$ cat src/rtl/mem_fill_arbiter_if.sv
// ----------------------------------------------------------------------------
// mem_fill_arbiter_if
// Bundles every signal between the fill arbiter, the two caches and the
// shared main memory.
//   slave  modport : the arbiter side (takes requests and read data, drives
//                    memory commands and fill strobes)
//   master modport : the environment side (caches + memory)
// Signal groups:
//   I miss   : i_miss_req, i_miss_addr, i_fill_we, i_fill_done
//   D miss   : d_miss_req, d_miss_addr, d_fill_we, d_fill_done
//   D store  : d_wr_req, d_wr_addr, d_wr_data, d_wr_ack
//   memory   : mem_enable, mem_wr, mem_addr, mem_data_in,
//              mem_data_out, mem_data_valid
//   fill bus : fill_data, fill_word; busy status
// ----------------------------------------------------------------------------
interface mem_fill_arbiter_if #(
  parameter int WORDS = 8
) ();
  localparam int WW = $clog2(WORDS);

  logic          i_miss_req;
  logic [15:0]   i_miss_addr;
  logic          d_miss_req;
  logic [15:0]   d_miss_addr;
  logic          d_wr_req;
  logic [15:0]   d_wr_addr;
  logic [15:0]   d_wr_data;
  logic          d_wr_ack;
  logic          mem_enable;
  logic          mem_wr;
  logic [15:0]   mem_addr;
  logic [15:0]   mem_data_in;
  logic [15:0]   mem_data_out;
  logic          mem_data_valid;
  logic [15:0]   fill_data;
  logic [WW-1:0] fill_word;
  logic          i_fill_we;
  logic          d_fill_we;
  logic          i_fill_done;
  logic          d_fill_done;
  logic          busy;

  modport slave (
    input  i_miss_req, i_miss_addr, d_miss_req, d_miss_addr,
           d_wr_req, d_wr_addr, d_wr_data, mem_data_out, mem_data_valid,
    output d_wr_ack, mem_enable, mem_wr, mem_addr, mem_data_in,
           fill_data, fill_word, i_fill_we, d_fill_we,
           i_fill_done, d_fill_done, busy
  );

  modport master (
    output i_miss_req, i_miss_addr, d_miss_req, d_miss_addr,
           d_wr_req, d_wr_addr, d_wr_data, mem_data_out, mem_data_valid,
    input  d_wr_ack, mem_enable, mem_wr, mem_addr, mem_data_in,
           fill_data, fill_word, i_fill_we, d_fill_we,
           i_fill_done, d_fill_done, busy
  );
endinterface

$ cat src/rtl/mem_fill_arbiter.sv
// ----------------------------------------------------------------------------
// mem_fill_arbiter
// Shares one pipelined main memory between I-cache misses, D-cache misses
// and D-side stores. A miss is served by issuing WORDS back-to-back halfword
// reads of the aligned block, then steering the in-order returning words to
// the owning cache. Idle priority: D store > D miss > I miss.
// Ports:
//   clk  : clock, all state on posedge
//   rst  : asynchronous reset, active-high
//   bus  : mem_fill_arbiter_if.slave (requests, memory port, fill strobes)
// ----------------------------------------------------------------------------
module mem_fill_arbiter #(
  parameter int WORDS = 8
) (
  input  logic                 clk,
  input  logic                 rst,
  mem_fill_arbiter_if.slave    bus
);
  localparam int WW = $clog2(WORDS);
  localparam int CW = WW + 1;
  localparam logic [15:0] BLK_MASK = ~16'(2 * WORDS - 1);
  localparam logic [CW-1:0] LAST = CW'(WORDS - 1);

  typedef enum logic [2:0] {
    S_IDLE, S_WRITE, S_ISSUE, S_DRAIN, S_DONE
  } state_t;

  state_t        state_q, state_d;
  logic [CW-1:0] iss_cnt_q, iss_cnt_d;
  logic [CW-1:0] rcv_cnt_q, rcv_cnt_d;
  logic          owner_d_q, owner_d_d;   // 1 = D-cache owns the fill
  logic [15:0]   blk_addr_q, blk_addr_d;
  logic          recv;

  // A returning word is only accepted while a fill is in flight; valids seen
  // in IDLE/WRITE/DONE (including stale ones after a reset) are dropped.
  assign recv = ((state_q == S_ISSUE) || (state_q == S_DRAIN)) && bus.mem_data_valid;

  // State register
  always_ff @(posedge clk or posedge rst) begin
    if (rst) begin
      state_q    <= S_IDLE;
      iss_cnt_q  <= '0;
      rcv_cnt_q  <= '0;
      owner_d_q  <= 1'b0;
      blk_addr_q <= '0;
    end else begin
      state_q    <= state_d;
      iss_cnt_q  <= iss_cnt_d;
      rcv_cnt_q  <= rcv_cnt_d;
      owner_d_q  <= owner_d_d;
      blk_addr_q <= blk_addr_d;
    end
  end

  // Next-state and counter logic
  always_comb begin
    state_d    = state_q;
    iss_cnt_d  = iss_cnt_q;
    rcv_cnt_d  = rcv_cnt_q;
    owner_d_d  = owner_d_q;
    blk_addr_d = blk_addr_q;

    case (state_q)
      S_IDLE: begin
        if (bus.d_wr_req) begin
          state_d = S_WRITE;
        end else if (bus.d_miss_req) begin
          state_d    = S_ISSUE;
          owner_d_d  = 1'b1;
          blk_addr_d = bus.d_miss_addr & BLK_MASK;
          iss_cnt_d  = '0;
          rcv_cnt_d  = '0;
        end else if (bus.i_miss_req) begin
          state_d    = S_ISSUE;
          owner_d_d  = 1'b0;
          blk_addr_d = bus.i_miss_addr & BLK_MASK;
          iss_cnt_d  = '0;
          rcv_cnt_d  = '0;
        end
      end
      S_WRITE: state_d = S_IDLE;
      S_ISSUE: begin
        iss_cnt_d = iss_cnt_q + 1'b1;
        if (iss_cnt_q == LAST) state_d = S_DRAIN;
      end
      S_DRAIN: state_d = S_DRAIN;
      S_DONE:  state_d = S_IDLE;
      default: state_d = S_IDLE;
    endcase

    // The last word can arrive while still issuing (very short latency), so
    // completion overrides the ISSUE->DRAIN step.
    if (recv) begin
      rcv_cnt_d = rcv_cnt_q + 1'b1;
      if (rcv_cnt_q == LAST) state_d = S_DONE;
    end
  end

  // Output decode
  always_comb begin
    bus.mem_enable  = 1'b0;
    bus.mem_wr      = 1'b0;
    bus.mem_addr    = '0;
    bus.mem_data_in = '0;
    bus.d_wr_ack    = 1'b0;
    bus.i_fill_we   = 1'b0;
    bus.d_fill_we   = 1'b0;
    bus.fill_word   = '0;
    bus.i_fill_done = 1'b0;
    bus.d_fill_done = 1'b0;

    case (state_q)
      S_WRITE: begin
        bus.mem_enable  = 1'b1;
        bus.mem_wr      = 1'b1;
        bus.mem_addr    = bus.d_wr_addr;
        bus.mem_data_in = bus.d_wr_data;
        bus.d_wr_ack    = 1'b1;
      end
      S_ISSUE: begin
        bus.mem_enable = 1'b1;
        // Halfword stride; iss_cnt stays below WORDS here so the sum never
        // leaves the aligned block.
        bus.mem_addr   = blk_addr_q + (16'(iss_cnt_q) << 1);
      end
      S_DONE: begin
        bus.d_fill_done = owner_d_q;
        bus.i_fill_done = ~owner_d_q;
      end
      default: ;
    endcase

    if (recv) begin
      bus.fill_word = rcv_cnt_q[WW-1:0];
      bus.d_fill_we = owner_d_q;
      bus.i_fill_we = ~owner_d_q;
    end
  end

  assign bus.fill_data = bus.mem_data_out;
  assign bus.busy      = (state_q != S_IDLE);

endmodule

$ cat src/flat_wrapper.sv
// flat-port wrapper written by rule: the top's interface ports become plain ports
module mem_fill_arbiter_flat 
#(
  parameter int WORDS = 8
)
  (clk, rst, bus_i_miss_req, bus_i_miss_addr, bus_d_miss_req, bus_d_miss_addr, bus_d_wr_req, bus_d_wr_addr, bus_d_wr_data, bus_mem_data_out, bus_mem_data_valid, bus_d_wr_ack, bus_mem_enable, bus_mem_wr, bus_mem_addr, bus_mem_data_in, bus_fill_data, bus_fill_word, bus_i_fill_we, bus_d_fill_we, bus_i_fill_done, bus_d_fill_done, bus_busy);
  mem_fill_arbiter_if #(.WORDS(WORDS)) bus_i ();
  input  logic clk;
  input  logic rst;
  input wire logic [$bits(bus_i.i_miss_req)-1:0] bus_i_miss_req;
  input wire logic [$bits(bus_i.i_miss_addr)-1:0] bus_i_miss_addr;
  input wire logic [$bits(bus_i.d_miss_req)-1:0] bus_d_miss_req;
  input wire logic [$bits(bus_i.d_miss_addr)-1:0] bus_d_miss_addr;
  input wire logic [$bits(bus_i.d_wr_req)-1:0] bus_d_wr_req;
  input wire logic [$bits(bus_i.d_wr_addr)-1:0] bus_d_wr_addr;
  input wire logic [$bits(bus_i.d_wr_data)-1:0] bus_d_wr_data;
  input wire logic [$bits(bus_i.mem_data_out)-1:0] bus_mem_data_out;
  input wire logic [$bits(bus_i.mem_data_valid)-1:0] bus_mem_data_valid;
  output wire logic [$bits(bus_i.d_wr_ack)-1:0] bus_d_wr_ack;
  output wire logic [$bits(bus_i.mem_enable)-1:0] bus_mem_enable;
  output wire logic [$bits(bus_i.mem_wr)-1:0] bus_mem_wr;
  output wire logic [$bits(bus_i.mem_addr)-1:0] bus_mem_addr;
  output wire logic [$bits(bus_i.mem_data_in)-1:0] bus_mem_data_in;
  output wire logic [$bits(bus_i.fill_data)-1:0] bus_fill_data;
  output wire logic [$bits(bus_i.fill_word)-1:0] bus_fill_word;
  output wire logic [$bits(bus_i.i_fill_we)-1:0] bus_i_fill_we;
  output wire logic [$bits(bus_i.d_fill_we)-1:0] bus_d_fill_we;
  output wire logic [$bits(bus_i.i_fill_done)-1:0] bus_i_fill_done;
  output wire logic [$bits(bus_i.d_fill_done)-1:0] bus_d_fill_done;
  output wire logic [$bits(bus_i.busy)-1:0] bus_busy;
  assign bus_i.i_miss_req = bus_i_miss_req;
  assign bus_i.i_miss_addr = bus_i_miss_addr;
  assign bus_i.d_miss_req = bus_d_miss_req;
  assign bus_i.d_miss_addr = bus_d_miss_addr;
  assign bus_i.d_wr_req = bus_d_wr_req;
  assign bus_i.d_wr_addr = bus_d_wr_addr;
  assign bus_i.d_wr_data = bus_d_wr_data;
  assign bus_i.mem_data_out = bus_mem_data_out;
  assign bus_i.mem_data_valid = bus_mem_data_valid;
  assign bus_d_wr_ack = bus_i.d_wr_ack;
  assign bus_mem_enable = bus_i.mem_enable;
  assign bus_mem_wr = bus_i.mem_wr;
  assign bus_mem_addr = bus_i.mem_addr;
  assign bus_mem_data_in = bus_i.mem_data_in;
  assign bus_fill_data = bus_i.fill_data;
  assign bus_fill_word = bus_i.fill_word;
  assign bus_i_fill_we = bus_i.i_fill_we;
  assign bus_d_fill_we = bus_i.d_fill_we;
  assign bus_i_fill_done = bus_i.i_fill_done;
  assign bus_d_fill_done = bus_i.d_fill_done;
  assign bus_busy = bus_i.busy;
  mem_fill_arbiter #(.WORDS(WORDS)) u_core (.clk(clk), .rst(rst), .bus(bus_i));
endmodule
$ cat config.mk
export PLATFORM = sky130hd
export DESIGN_NAME = mem_fill_arbiter_flat
export DESIGN_NICKNAME = d
export VERILOG_FILES = /design/src/rtl/mem_fill_arbiter_if.sv /design/src/rtl/mem_fill_arbiter.sv /design/src/flat_wrapper.sv
export SDC_FILE = /design/constraint.sdc
export NUM_CORES = 1
export LEC_CHECK = 0
export ABC_AREA = 0
export BUFFER_PORTS_ARGS = -buffer_cell sky130_fd_sc_hd__buf_4
export CORE_ASPECT_RATIO = 1.4
export CORE_MARGIN = 4
export CORE_UTILIZATION = 43
export CTS_BUF_LIST = sky130_fd_sc_hd__clkbuf_8 sky130_fd_sc_hd__clkbuf_16
export CTS_CLUSTER_DIAMETER = 40
export CTS_CLUSTER_SIZE = 25
export DETAILED_ROUTE_END_ITERATION = 10
export HOLD_SLACK_MARGIN = 0.06
export PLACE_DENSITY_LB_ADDON = 0.3
export SLEW_MARGIN = 20
export SYNTH_ARGS = -nofsm -noshare
export SYNTH_HDL_FRONTEND = slang
export SYNTH_SLANG_ARGS = --single-unit
$ cat constraint.sdc
create_clock -name clk -period 5.3 [get_ports clk]
set_input_delay 1.06 -clock clk [delete_from_list [all_inputs] [get_ports clk]]
set_output_delay 1.06 -clock clk [all_outputs]
set_load 0.01 [all_outputs]
# After elaboration in Yosys (flattened, before gate mapping)
# Cells that the tools add are included.
[op_classes] add_sub_neg=3 bitwise=2 eq_ne=9 reduce_logical=12 n_mux=26
[op_table] operator="$mux 16" count=3
[op_table] operator="$pmux 16 s2" count=1
[op_table] operator="$mux 3" count=7
[op_table] operator="$mux 4" count=5
[op_table] operator="$add 16x5->16" count=1
[op_table] operator="$pmux 3 s3" count=1
[op_table] operator="$reduce_and 3->1" count=3
[op_table] operator="$add 4x1->4 const B" count=2
[op_table] operator="$eq 4x3->1 const B" count=2
[op_table] operator="$mux 1" count=8
[op_table] operator="$pmux 4 s2" count=1
[op_table] operator="$eq 3x2->1 const B" count=2
[op_table] operator="$reduce_bool 2->1" count=3
[op_table] operator="$reduce_bool 3->1" count=2
[op_table] operator="$eq 3x1->1 const B" count=1
[op_table] operator="$eq 3x3->1 const B" count=1
[op_table] operator="$logic_not 3->1" count=1
[op_table] operator="$ne 3x3->1 const B" count=1
[op_table] operator="$ne 2x1->1 const B" count=1
[op_table] operator="$ne 2x2->1 const B" count=1
[op_table] operator="$not 1->1" count=2
[op_table] operator="$reduce_or 2->1" count=1
[op_table] operator="$logic_and 1x1->1" count=1
[op_table] operator="$logic_or 1x1->1" count=1
[totals] register_bits=28 input_bits=86

# Depth between registers and ports, before layout
# Gate-level depths: netlist of the first run.
[depth] word_depth=6 ltp_mapped=6

# Least setup slack after synthesis of the first run
# No wires, ideal clock.
[synth_path] path_type="input to output" start="input port bus_mem_data_valid" end="output port bus_d_fill_we" path_buffers=0 slack_ns=2.733 t_arrival_ns=1.507 required_ns=4.240 stages=3 cell_sequence="inv_1 > nor2_1 > and2_1"
[synth_via] elab_chain_len=2
[synth_rtl] item="start, declared" line="flat_wrapper.sv:18" rtl="input wire logic [$bits(bus_i.mem_data_valid)-1:0] bus_mem_data_valid;"
[synth_rtl] item="$logic_and 1x1->1" line="mem_fill_arbiter.sv:37" rtl="assign recv = ((state_q == S_ISSUE) || (state_q == S_DRAIN)) && bus.mem_data_valid;"
[synth_rtl] item="$mux 1" line="mem_fill_arbiter.sv:134" rtl="if (recv) begin"
[synth_rtl] item="end, declared" line="flat_wrapper.sv:27" rtl="output wire logic [$bits(bus_i.d_fill_we)-1:0] bus_d_fill_we;"
# No other way between the ends.

# Worst setup path after layout of the first run
[layout_path] start="register u_core.state_q[1]" end="output port bus_mem_addr[4]"
[layout_via] elab_chain_len=2 word_cells_on_any_way=3
[layout_rtl] item="start, declared" line="mem_fill_arbiter.sv:28" rtl="state_t state_q, state_d;"
[layout_rtl] item="start signal, assigned" line="mem_fill_arbiter.sv:48" rtl="state_q <= state_d;"
[layout_rtl] item="$eq 3x2->1 / $eq 3x1->1 (equally long branches)" line="mem_fill_arbiter.sv:113" rtl="case (state_q)"
[layout_rtl] item="$pmux 16 s2 *" line="mem_fill_arbiter.sv:113"
[layout_rtl] item="end, declared" line="flat_wrapper.sv:22" rtl="output wire logic [$bits(bus_i.mem_addr)-1:0] bus_mem_addr;"
# Every way passes the cells marked *; elsewhere a longest branch is shown, timed or not.

==> metrics list, run 1 <==
- Result of the run: complete, no violations
* Worst-Skew Late Latency: 0.27 ns
- Summed over all cells, the static leakage comes to 1.31 nW.
- Min-delay worst type: flop to flop
- Category of the critical setup timing path: flop to output pin
- Share of synthesized area occupied by flip-flops and latches: 0.325
- The max-slew violation count is 0.
- Clock-pin slew was measured on the worst setup and hold paths at 0.08 ns.
- Crit. End Element: output pin
- Worst vdd ir: 0.000235 V
- STA classifies the critical path startpoint as a flop.
- Instance count after placement with tap cells included: 322
- Timing would allow up to 330 MHz.
- The worst hold path passes through 2 cells.
- Floorplan Core Area: 0.00405 sq mm
- Avg Inst Size Synth: 9.10 sq um
- In the final timing run, aggregate negative setup slack is 0 ns.
* Syn nets: 293
- Fraction of registers with async set or reset after synthesis: 1.00
- Grt met3 use: 0.0550
* Non-Filler Cell Area, Final: 0.00255 sq mm
- GRT met1 Usage: 0.198
* Final Hold Viols: 0
- The detailed router placed 1687 vias in this run.
* GRT busiest layer: met2
- Inserted Diodes: 0
- In this run the count of I/O pins placed on the die edge is 145.
- Horizontal die dimension: 63.4 microns
- Headroom to the max-slew limit: 0.409
- From synthesis to final layout, the design area changed by 38.3%.
- Most common flop cell mapped by yosys: sky130_fd_sc_hd__dfrtp_1
* Number of enable flip-flop cells after synthesis: 0
- Share of cells above drive strength 1: 0.430
- Max Cap Viol: 0
* Data arrival at the endpoint of the critical path: 1.97 ns
* Fill cell instance count of the final layout: 378
- In the synthesized netlist, the number of instances is 203.
- Synthesis inferred 24 register bits.
* Setup repair bufs after CTS: 0
- Summed over all instances, the cell type with the most area after synthesis is sky130_fd_sc_hd__dfrtp_1.
- For this run the aggregate overflow at the end of global routing stands at 0.
- Via count normalized by instance count: 5.16
* Measured slew at the worst slew-check pin: 0.886 ns
- Min Clock Period, post-route: 3.03 ns
- Wire length of the first global-routing pass: 7510 microns
- After clock tree synthesis, the flow added hold-fix buffers numbering 0.
* Detailed placement HPWL: 3760 microns
- Nets: 375
- Global Route met2 Usage: 0.295
* Wirelength per Cell: 14.1 microns
* Iteration count of the initial detailed-routing pass: 4
- Final cell utilization of the core: 0.630
* GRT Util Overall: 0.170
* Setup repair after global routing missed its margin: false
* Final Instance Count excl. Fillers: 327
- Pin count of the biggest net entering global routing: 36
- The cell area that synthesis handed to floorplanning was 0.00185 sq mm.
* Placement row count: 27
* Residual DRC: 0
- In this run the number of H-tree levels came out at 1.
- Setup violations remaining at the end of the flow were counted as 0.
- Longest Clk Path Bufs: 2
- Ys Warns: 0
- Dividing total power by cell area gives a power density of 436 mW/mm^2.
* Critical path required time: 4.24 ns
- Final worst path period share: 0.572
* Total power of the final layout: 0.00111 W
* Area of placed instances: 0.00248 sq mm
* Length in cells of the worst reg-to-reg path: 4
- Die span in y: 85.6 microns
- Yosys mapped the design onto 37 distinct sky130hd cell types.
- Worst-case clock skew: 0.00895 ns
* Via count of the first global-routing pass: 1561
- Count of cells resized by post-cts repair: 0
- Post-route antenna net violation count: 0
* Die Footprint: 0.00543 sq mm
- The number of antenna violations at the first check in global routing was 0.
- Largest fanout on the critical path: 21
- By area the synthesized netlist is led by sky130_fd_sc_hd__dfrtp_1, sky130_fd_sc_hd__buf_4, sky130_fd_sc_hd__a22o_1.
- Final GP Congestion: 0.761
- TritonCTS buffer count: 3
* Root buffer selected by CTS: sky130_fd_sc_hd__clkbuf_8
- Initial cell density of the core: 0.456
- Port buffering added 104 buffers.
* Total Routed Length: 4610 microns
- Starting DRC count in detailed routing: 58
- Of the post-synthesis cell area, the dominant cell type holds 0.325.
* Clk sink count: 24
- TritonCTS clock tree: done
sequential cells by signal, indices dropped and copies added (netlist names):
| name | flops |
|---|---|
| u_core.owner_d_q | 1 |
| u_core.state_q | 3 |
| u_core.rcv_cnt_q | 4 |
| u_core.blk_addr_q | 12 |
| u_core.iss_cnt_q | 4 |
through the flow:
step           hold WS [ns]  setup slack (ns)
3_3_place_gp          0.489              2.27
4_1_cts               0.519              1.94
5_1_grt               0.549              2.12
2_1_floorplan         0.459              2.73
6_report              0.515              2.27
3_5_place_dp          0.498              2.25
synth_stat cells, types with 2 or more instances:
| cell type | n |
|---|---|
| sky130_fd_sc_hd__nor3_1 | 4 |
| sky130_fd_sc_hd__nor4_1 | 2 |
| sky130_fd_sc_hd__and2_1 | 21 |
| sky130_fd_sc_hd__xor2_1 | 6 |
| sky130_fd_sc_hd__buf_2 | 7 |
| sky130_fd_sc_hd__a22o_1 | 16 |
| sky130_fd_sc_hd__nand3_1 | 5 |
| sky130_fd_sc_hd__xnor2_1 | 6 |
| sky130_fd_sc_hd__o21ai_0 | 4 |
| sky130_fd_sc_hd__nand4_1 | 3 |
| sky130_fd_sc_hd__mux2i_1 | 12 |
| sky130_fd_sc_hd__a21oi_1 | 4 |
| sky130_fd_sc_hd__ha_1 | 4 |
| sky130_fd_sc_hd__dfrtp_1 | 24 |
| sky130_fd_sc_hd__buf_6 | 2 |
| sky130_fd_sc_hd__o21ai_2 | 7 |
| sky130_fd_sc_hd__buf_4 | 20 |
| sky130_fd_sc_hd__inv_1 | 2 |
| sky130_fd_sc_hd__and3_1 | 2 |
| sky130_fd_sc_hd__nand2_1 | 25 |
| sky130_fd_sc_hd__nor2_1 | 6 |
| sky130_fd_sc_hd__o21ai_1 | 6 |
layout make-up:
cell class	count	area, sq um	share of cell area
Clock buffer	4	55.1	0.0215
Inverter	2	7.51	0.00294
Multi-Input combinational cell	148	1040	0.406
Sequential cell	24	601	0.235
Tap cell	43	53.8	0.0211
Timing Repair Buffer	106	800	0.313
cell families (layout without fill, tap and decap cells):
| logic type | Yosys count | count (layout) | share of synthesized area |
|---|---|---|---|
| XOR/XNOR | 12 | 12 | 0.0569 |
| flip-flops | 24 | 24 | 0.325 |
| AND/OR/NAND/NOR | 80 | 80 | 0.249 |
| AO/OA/AOI/OAI | 40 | 40 | 0.160 |
| buffers and inverters | 31 | 112 | 0.116 |
| multiplexers | 12 | 12 | 0.0650 |
| adder cells (fa/ha/maj) | 4 | 4 | 0.0271 |
routing by layer:
metal / wire, microns / vias up / part of all wire
li1: - / 854 / -
met1: 1770 / 736 / 0.38
met2: 2240 / 92 / 0.49
met3: 549 / 5 / 0.12
met4: 57 / 0 / 0.012
met5: 0 / - / 0
worst paths after layout:
path                                                   start                                 to  slack (ns)
max                              u_core.state_q[1]$_DFF_PP0_                    bus_mem_addr[4]        2.27
min                        u_core.blk_addr_q[15]$_DFFE_PP0P_  u_core.blk_addr_q[15]$_DFFE_PP0P_        0.52
max reg2reg                      u_core.state_q[1]$_DFF_PP0_    u_core.iss_cnt_q[3]$_DFFE_PP0P_        3.47
min reg2reg                u_core.blk_addr_q[15]$_DFFE_PP0P_  u_core.blk_addr_q[15]$_DFFE_PP0P_        0.52
max in group asynchronous                                rst   u_core.blk_addr_q[7]$_DFFE_PP0P_        3.77
min in group asynchronous                                rst   u_core.blk_addr_q[4]$_DFFE_PP0P_        0.98
critical path, stage by stage (launching register included):
cell and delay, ns:
sky130_fd_sc_hd__dfrtp_1 0.59, sky130_fd_sc_hd__nor3b_4 0.74, sky130_fd_sc_hd__a22o_1 0.25, sky130_fd_sc_hd__buf_4 0.12
report_power, final:
group	switching (W)	internal [W]
logic	0.000280	0.000336
clock network	0.0000560	0.0000663
registers	0.000109	0.000265
total	0.000446	0.000667
placed cells by master, fill, tap and decap left out, types with 2 or more instances in the layout:
cell type                  instances
sky130_fd_sc_hd__nand2_1          25
sky130_fd_sc_hd__ha_1              4
sky130_fd_sc_hd__nor3_1            4
sky130_fd_sc_hd__o21ai_0           4
sky130_fd_sc_hd__xor2_1            6
sky130_fd_sc_hd__nor2_1            6
sky130_fd_sc_hd__nor3b_4           2
sky130_fd_sc_hd__mux2i_1          12
sky130_fd_sc_hd__a21oi_1           4
sky130_fd_sc_hd__a22o_1           16
sky130_fd_sc_hd__inv_1             2
sky130_fd_sc_hd__nor4_1            2
sky130_fd_sc_hd__nand3_1           5
sky130_fd_sc_hd__o21ai_1           6
sky130_fd_sc_hd__xnor2_1           6
sky130_fd_sc_hd__and2_1           21
sky130_fd_sc_hd__o21ai_2           7
sky130_fd_sc_hd__buf_4           105
sky130_fd_sc_hd__dfrtp_1          24
sky130_fd_sc_hd__clkbuf_8          4
sky130_fd_sc_hd__and3_1            2
sky130_fd_sc_hd__nand4_1           3
Note: power is estimated with default switching activity, not from simulation.
==> run 2: changes to the inputs <==
Settings changed: ABC_AREA 0 to 1, CORE_UTILIZATION 43 to 37.
Clock period 5.3 ns to 2.7 ns, I/O delays scaled along.
==> run 2 against run 1 <==
Against the previous run: total power grew 97%; largest power group unchanged; utilization fell by 11 points; clock-buffer cell count fell by 1; wire length is 17% higher; design area increased by 6.1%; critical endpoint is now bus_mem_addr[6]; sequential share of layout area fell by 1.3 points.
==> metrics list, run 2 <==
- DR vias: 2083 (was 1687)
- Headroom to the max-slew limit: 0.383 (was 0.409)
* Number of port buffers: 104 (unchanged)
* Final Hold Viols: 0 (unchanged)
* Die span in y: 95.0 microns (was 85.6 microns)
- Via count normalized by instance count: 4.68 (was 5.16)
* Die Footprint: 0.00666 sq mm (was 0.00543 sq mm)
- The number of H-tree levels is 1 (unchanged).
- Setup violation total in the final timing report: 0 (unchanged)
* Number of storage elements in the synthesis netlist: 24 (unchanged)
- The number of buffers inserted by post-CTS setup repair came to 0 (unchanged).
* Power per Cell Area: 807 mW/mm^2 (was 436 mW/mm^2)
- The total DRC errors in the routed layout came to 0 (unchanged).
* Most frequent cells in the layout: sky130_fd_sc_hd__buf_4, sky130_fd_sc_hd__nand2_1, sky130_fd_sc_hd__inv_1 (was sky130_fd_sc_hd__buf_4, sky130_fd_sc_hd__nand2_1, sky130_fd_sc_hd__dfrtp_1)
* Post-route antenna net violation count: 0 (unchanged)
- The ratio of cells with drive above 1 in the final layout is 0.372 (was 0.430).
- Most common flop cell mapped by yosys: sky130_fd_sc_hd__dfrtp_1 (unchanged)
- Measured slew at the worst slew-check pin: 0.925 ns (was 0.886 ns)
- Reported net switching power: 0.000973 W (was 0.000446 W)
- The sort of element at the start of the critical path is a flop (unchanged).
- Highest clock frequency the design can meet: 433 MHz
- The clock transition time at the flip-flop clock pins of the worst setup and hold paths came to 0.08 ns (about the same).
* Worst vdd ir: 0.000453 V (was 0.000235 V)
* Root buffer selected by CTS: sky130_fd_sc_hd__clkbuf_8 (unchanged)
- The element type at the critical path end is an output pin (unchanged).
- Largest fanout on the critical path: 6 (was 21)
- The detailed-placement wirelength estimate is 4460 microns (was 3760 microns).
- Inserted Diodes: 0 (unchanged)
- The number of nets in the final layout was 471 (was 375).
- The share of synthesized registers carrying an async set or reset was 1.00 (unchanged).
* Wirelength per Cell: 12.1 microns (was 14.1 microns)
- Hold_buf cts: 0 (unchanged)
- The chip width was 70.1 microns (was 63.4 microns).
* I/O Pins: 145 (unchanged)
- Number of enable flip-flop cells after synthesis: 0 (unchanged)
* Critical path required time: 2.16 ns (was 4.24 ns)
- Ys Warns: 0 (unchanged)
- Setup repair after global routing missed its margin: false (unchanged).
* Placement row count: 31 (was 27)
* Max Cap Viol: 0 (unchanged)
* Result of the run: complete, no violations (unchanged)
- Worst-case clock skew: 0.00747 ns (was 0.00895 ns)
* Reg2Reg Capture Point: u_core.blk_addr_q[5]$_DFFE_PP0P_ (was u_core.iss_cnt_q[3]$_DFFE_PP0P_)
* Longest Clk Path Bufs: 2 (unchanged)
- The placer's final routability congestion estimate was 0.883 (was 0.761).
- Most frequent cells after synthesis: sky130_fd_sc_hd__nand2_1, sky130_fd_sc_hd__inv_1, sky130_fd_sc_hd__nor2_1 (was sky130_fd_sc_hd__nand2_1, sky130_fd_sc_hd__dfrtp_1, sky130_fd_sc_hd__and2_1).
* Setup_tns: 0 ns (unchanged)
- Part of the total power dissipated in the clock network: 0.094 (was 0.110)
* Instance count after placement with tap cells included: 442 (was 322)
- The number of gates resized after cts was 0 (unchanged).
- Initial cell density of the core: 0.384 (was 0.456)
- Syn nets: 385 (was 293)
- The area of the mapped netlist was 0.00200 sq mm (was 0.00185 sq mm).
* Length in cells of the worst reg-to-reg path: 7 (was 4)
- GRT Util Overall: 0.162 (was 0.170)
* Top cell type by total area after synthesis: sky130_fd_sc_hd__dfrtp_1 (unchanged)
- Pin count of the biggest net entering global routing: 25 (was 36)
- The CTS tree is done (unchanged).
* Top cells by area in the synthesized netlist: sky130_fd_sc_hd__dfrtp_1, sky130_fd_sc_hd__nand2_1, sky130_fd_sc_hd__buf_4 (was sky130_fd_sc_hd__dfrtp_1, sky130_fd_sc_hd__buf_4, sky130_fd_sc_hd__a22o_1)
* Lkg Pwr: 1.52 nW (was 1.31 nW)
- Clk sink count: 24 (unchanged)
* Worst-Skew Late Latency: 0.26 ns (was 0.27 ns)
- Starting DRC count in detailed routing: 60 (was 58)
- Portion of synthesized cell area occupied by the leading cell type: 0.301 (was 0.325)
- The most common cell after layout, fill and taps aside is sky130_fd_sc_hd__buf_4 (unchanged).
- The leading cell type by number of instances after synthesis is sky130_fd_sc_hd__nand2_1 (unchanged).
- The path type of the worst min-delay path is primary input to async pin (was flop to flop).
* Area added between synthesis and finish: 35.6% (was 38.3%)
- Min Clock Period, post-route: 2.31 ns
* Fill cell instance count of the final layout: 554 (was 378)
- Avg Inst Size Synth: 6.77 sq um (was 9.10 sq um)
- The worst reg-to-reg setup slack is 1.38 ns (was 3.47 ns).
* Reg power frac: 0.299 (was 0.336)
- Largest register by flop count: u_core.blk_addr_q (unchanged)
- The classification of the worst setup path was flop to output pin (unchanged).
- The final cell count without fillers came to 445 (was 327).
- Wire length of the first global-routing pass: 8960 microns (was 7510 microns)
- Iteration count of the initial detailed-routing pass: 4 (unchanged)
* Number of standard cells after synthesis: 295 (was 203)
- Final worst path period share: 0.855
- Floorplan Core Area: 0.00520 sq mm (was 0.00405 sq mm)
* Via count of the first global-routing pass: 2002 (was 1561)
- The fraction of the core area covered by cells at the end of the flow came to 0.521 (was 0.630).
- Setup slack of the critical path after layout: 0.392 ns (was 2.27 ns)
- Biggest regs: u_core.blk_addr_q (12), u_core.iss_cnt_q (4), u_core.rcv_cnt_q (4) (unchanged)
- Total congestion overflow: 0 (unchanged)
* Switching share of power: 0.445 (was 0.400)
* Combinational power share: 0.606 (was 0.554)
- Initial antenna violation count: 0 (unchanged)
* Number of slew-limit violations in the final report: 0 (unchanged)
- Data arrival at the endpoint of the critical path: 1.77 ns (was 1.97 ns)
- The total wirelength of the detailed-routed design was 5380 microns (was 4610 microns).
- Share of synthesized area occupied by flip-flops and latches: 0.301 (was 0.325)
- The worst slack after detailed placement is 0.677 ns (was 2.25 ns).
- TritonCTS buffer count: 3 (unchanged)
* Critical register-to-register path startpoint: u_core.state_q[2]$_DFF_PP0_ (was u_core.state_q[1]$_DFF_PP0_)
- Count of different cell masters after synthesis: 30 (was 37)
- The cell-internal power was 0.00122 W (was 0.000667 W).
* Number of flip-flops under the largest register name: 12 (unchanged)
[run 2: worst max-delay path, cell delays in order (launching register included)]
cell and delay [ns]:
sky130_fd_sc_hd__dfrtp_1 0.41, sky130_fd_sc_hd__ha_1 0.22, sky130_fd_sc_hd__ha_1 0.20, sky130_fd_sc_hd__nand2_1 0.12
sky130_fd_sc_hd__inv_1 0.12, sky130_fd_sc_hd__o31ai_1 0.27, sky130_fd_sc_hd__buf_4 0.16
[run 2: layer usage]
layer | vias up | routed length, microns | GRT usage | share of wire
met5 | - | 0 | 0 | 0
met4 | 0 | 122 | 0.0591 | 0.023
met3 | 18 | 476 | 0.0362 | 0.088
met2 | 88 | 2700 | 0.304 | 0.50
met1 | 912 | 2080 | 0.177 | 0.39
li1 | 1065 | - | - | -
[run 2: area by class of cell]
type	count	area (sq um)	share of cell area
clock buffers	3	41.3	0.0152
inverters	44	173	0.0637
multi-input cells	203	1020	0.378
flip-flops and latches	24	601	0.222
well taps	66	82.6	0.0305
repair buffers	105	788	0.291
[run 2: power groups by stage]
stage                     registers (W)  clock network [W]  logic (W)
after floorplan                0.000626                  0   0.000877
after global placement         0.000650                  0    0.00132
after detailed placement       0.000661                  0    0.00134
after CTS                      0.000654           0.000218    0.00135
after global routing           0.000676           0.000226    0.00150
final                          0.000654           0.000207    0.00133
[run 2: worst max-delay path by stage]
stage | startpoint | end | slack, ns
floorplan | u_core.iss_cnt_q[3]$_DFFE_PP0P_ | bus_mem_addr[6] | 0.81
global placement | u_core.iss_cnt_q[3]$_DFFE_PP0P_ | bus_mem_addr[10] | 0.71
detailed placement | u_core.iss_cnt_q[3]$_DFFE_PP0P_ | bus_mem_addr[6] | 0.68
CTS | u_core.iss_cnt_q[3]$_DFFE_PP0P_ | bus_mem_addr[6] | 0.37
global route | u_core.iss_cnt_q[3]$_DFFE_PP0P_ | bus_mem_addr[10] | 0.20
finish | u_core.iss_cnt_q[3]$_DFFE_PP0P_ | bus_mem_addr[6] | 0.39
[run 2: metrics by stage]
step	hold WS [ns]	cell area, sq um	power [W]
floorplan	0.440	2000	0.00150
global placement	0.459	2670	0.00197
detailed placement	0.480	2670	0.00200
CTS	0.493	2710	0.00222
global route	0.512	2710	0.00240
finish	0.484	2710	0.00219
[run 2: cell families after synthesis]
logic type               synth area share
AO/OA/AOI/OAI                       0.136
XOR/XNOR                          0.00438
adder cells (fa/ha/maj)            0.0250
buffers and inverters               0.187
flip-flops                          0.301
AND/OR/NAND/NOR                     0.348
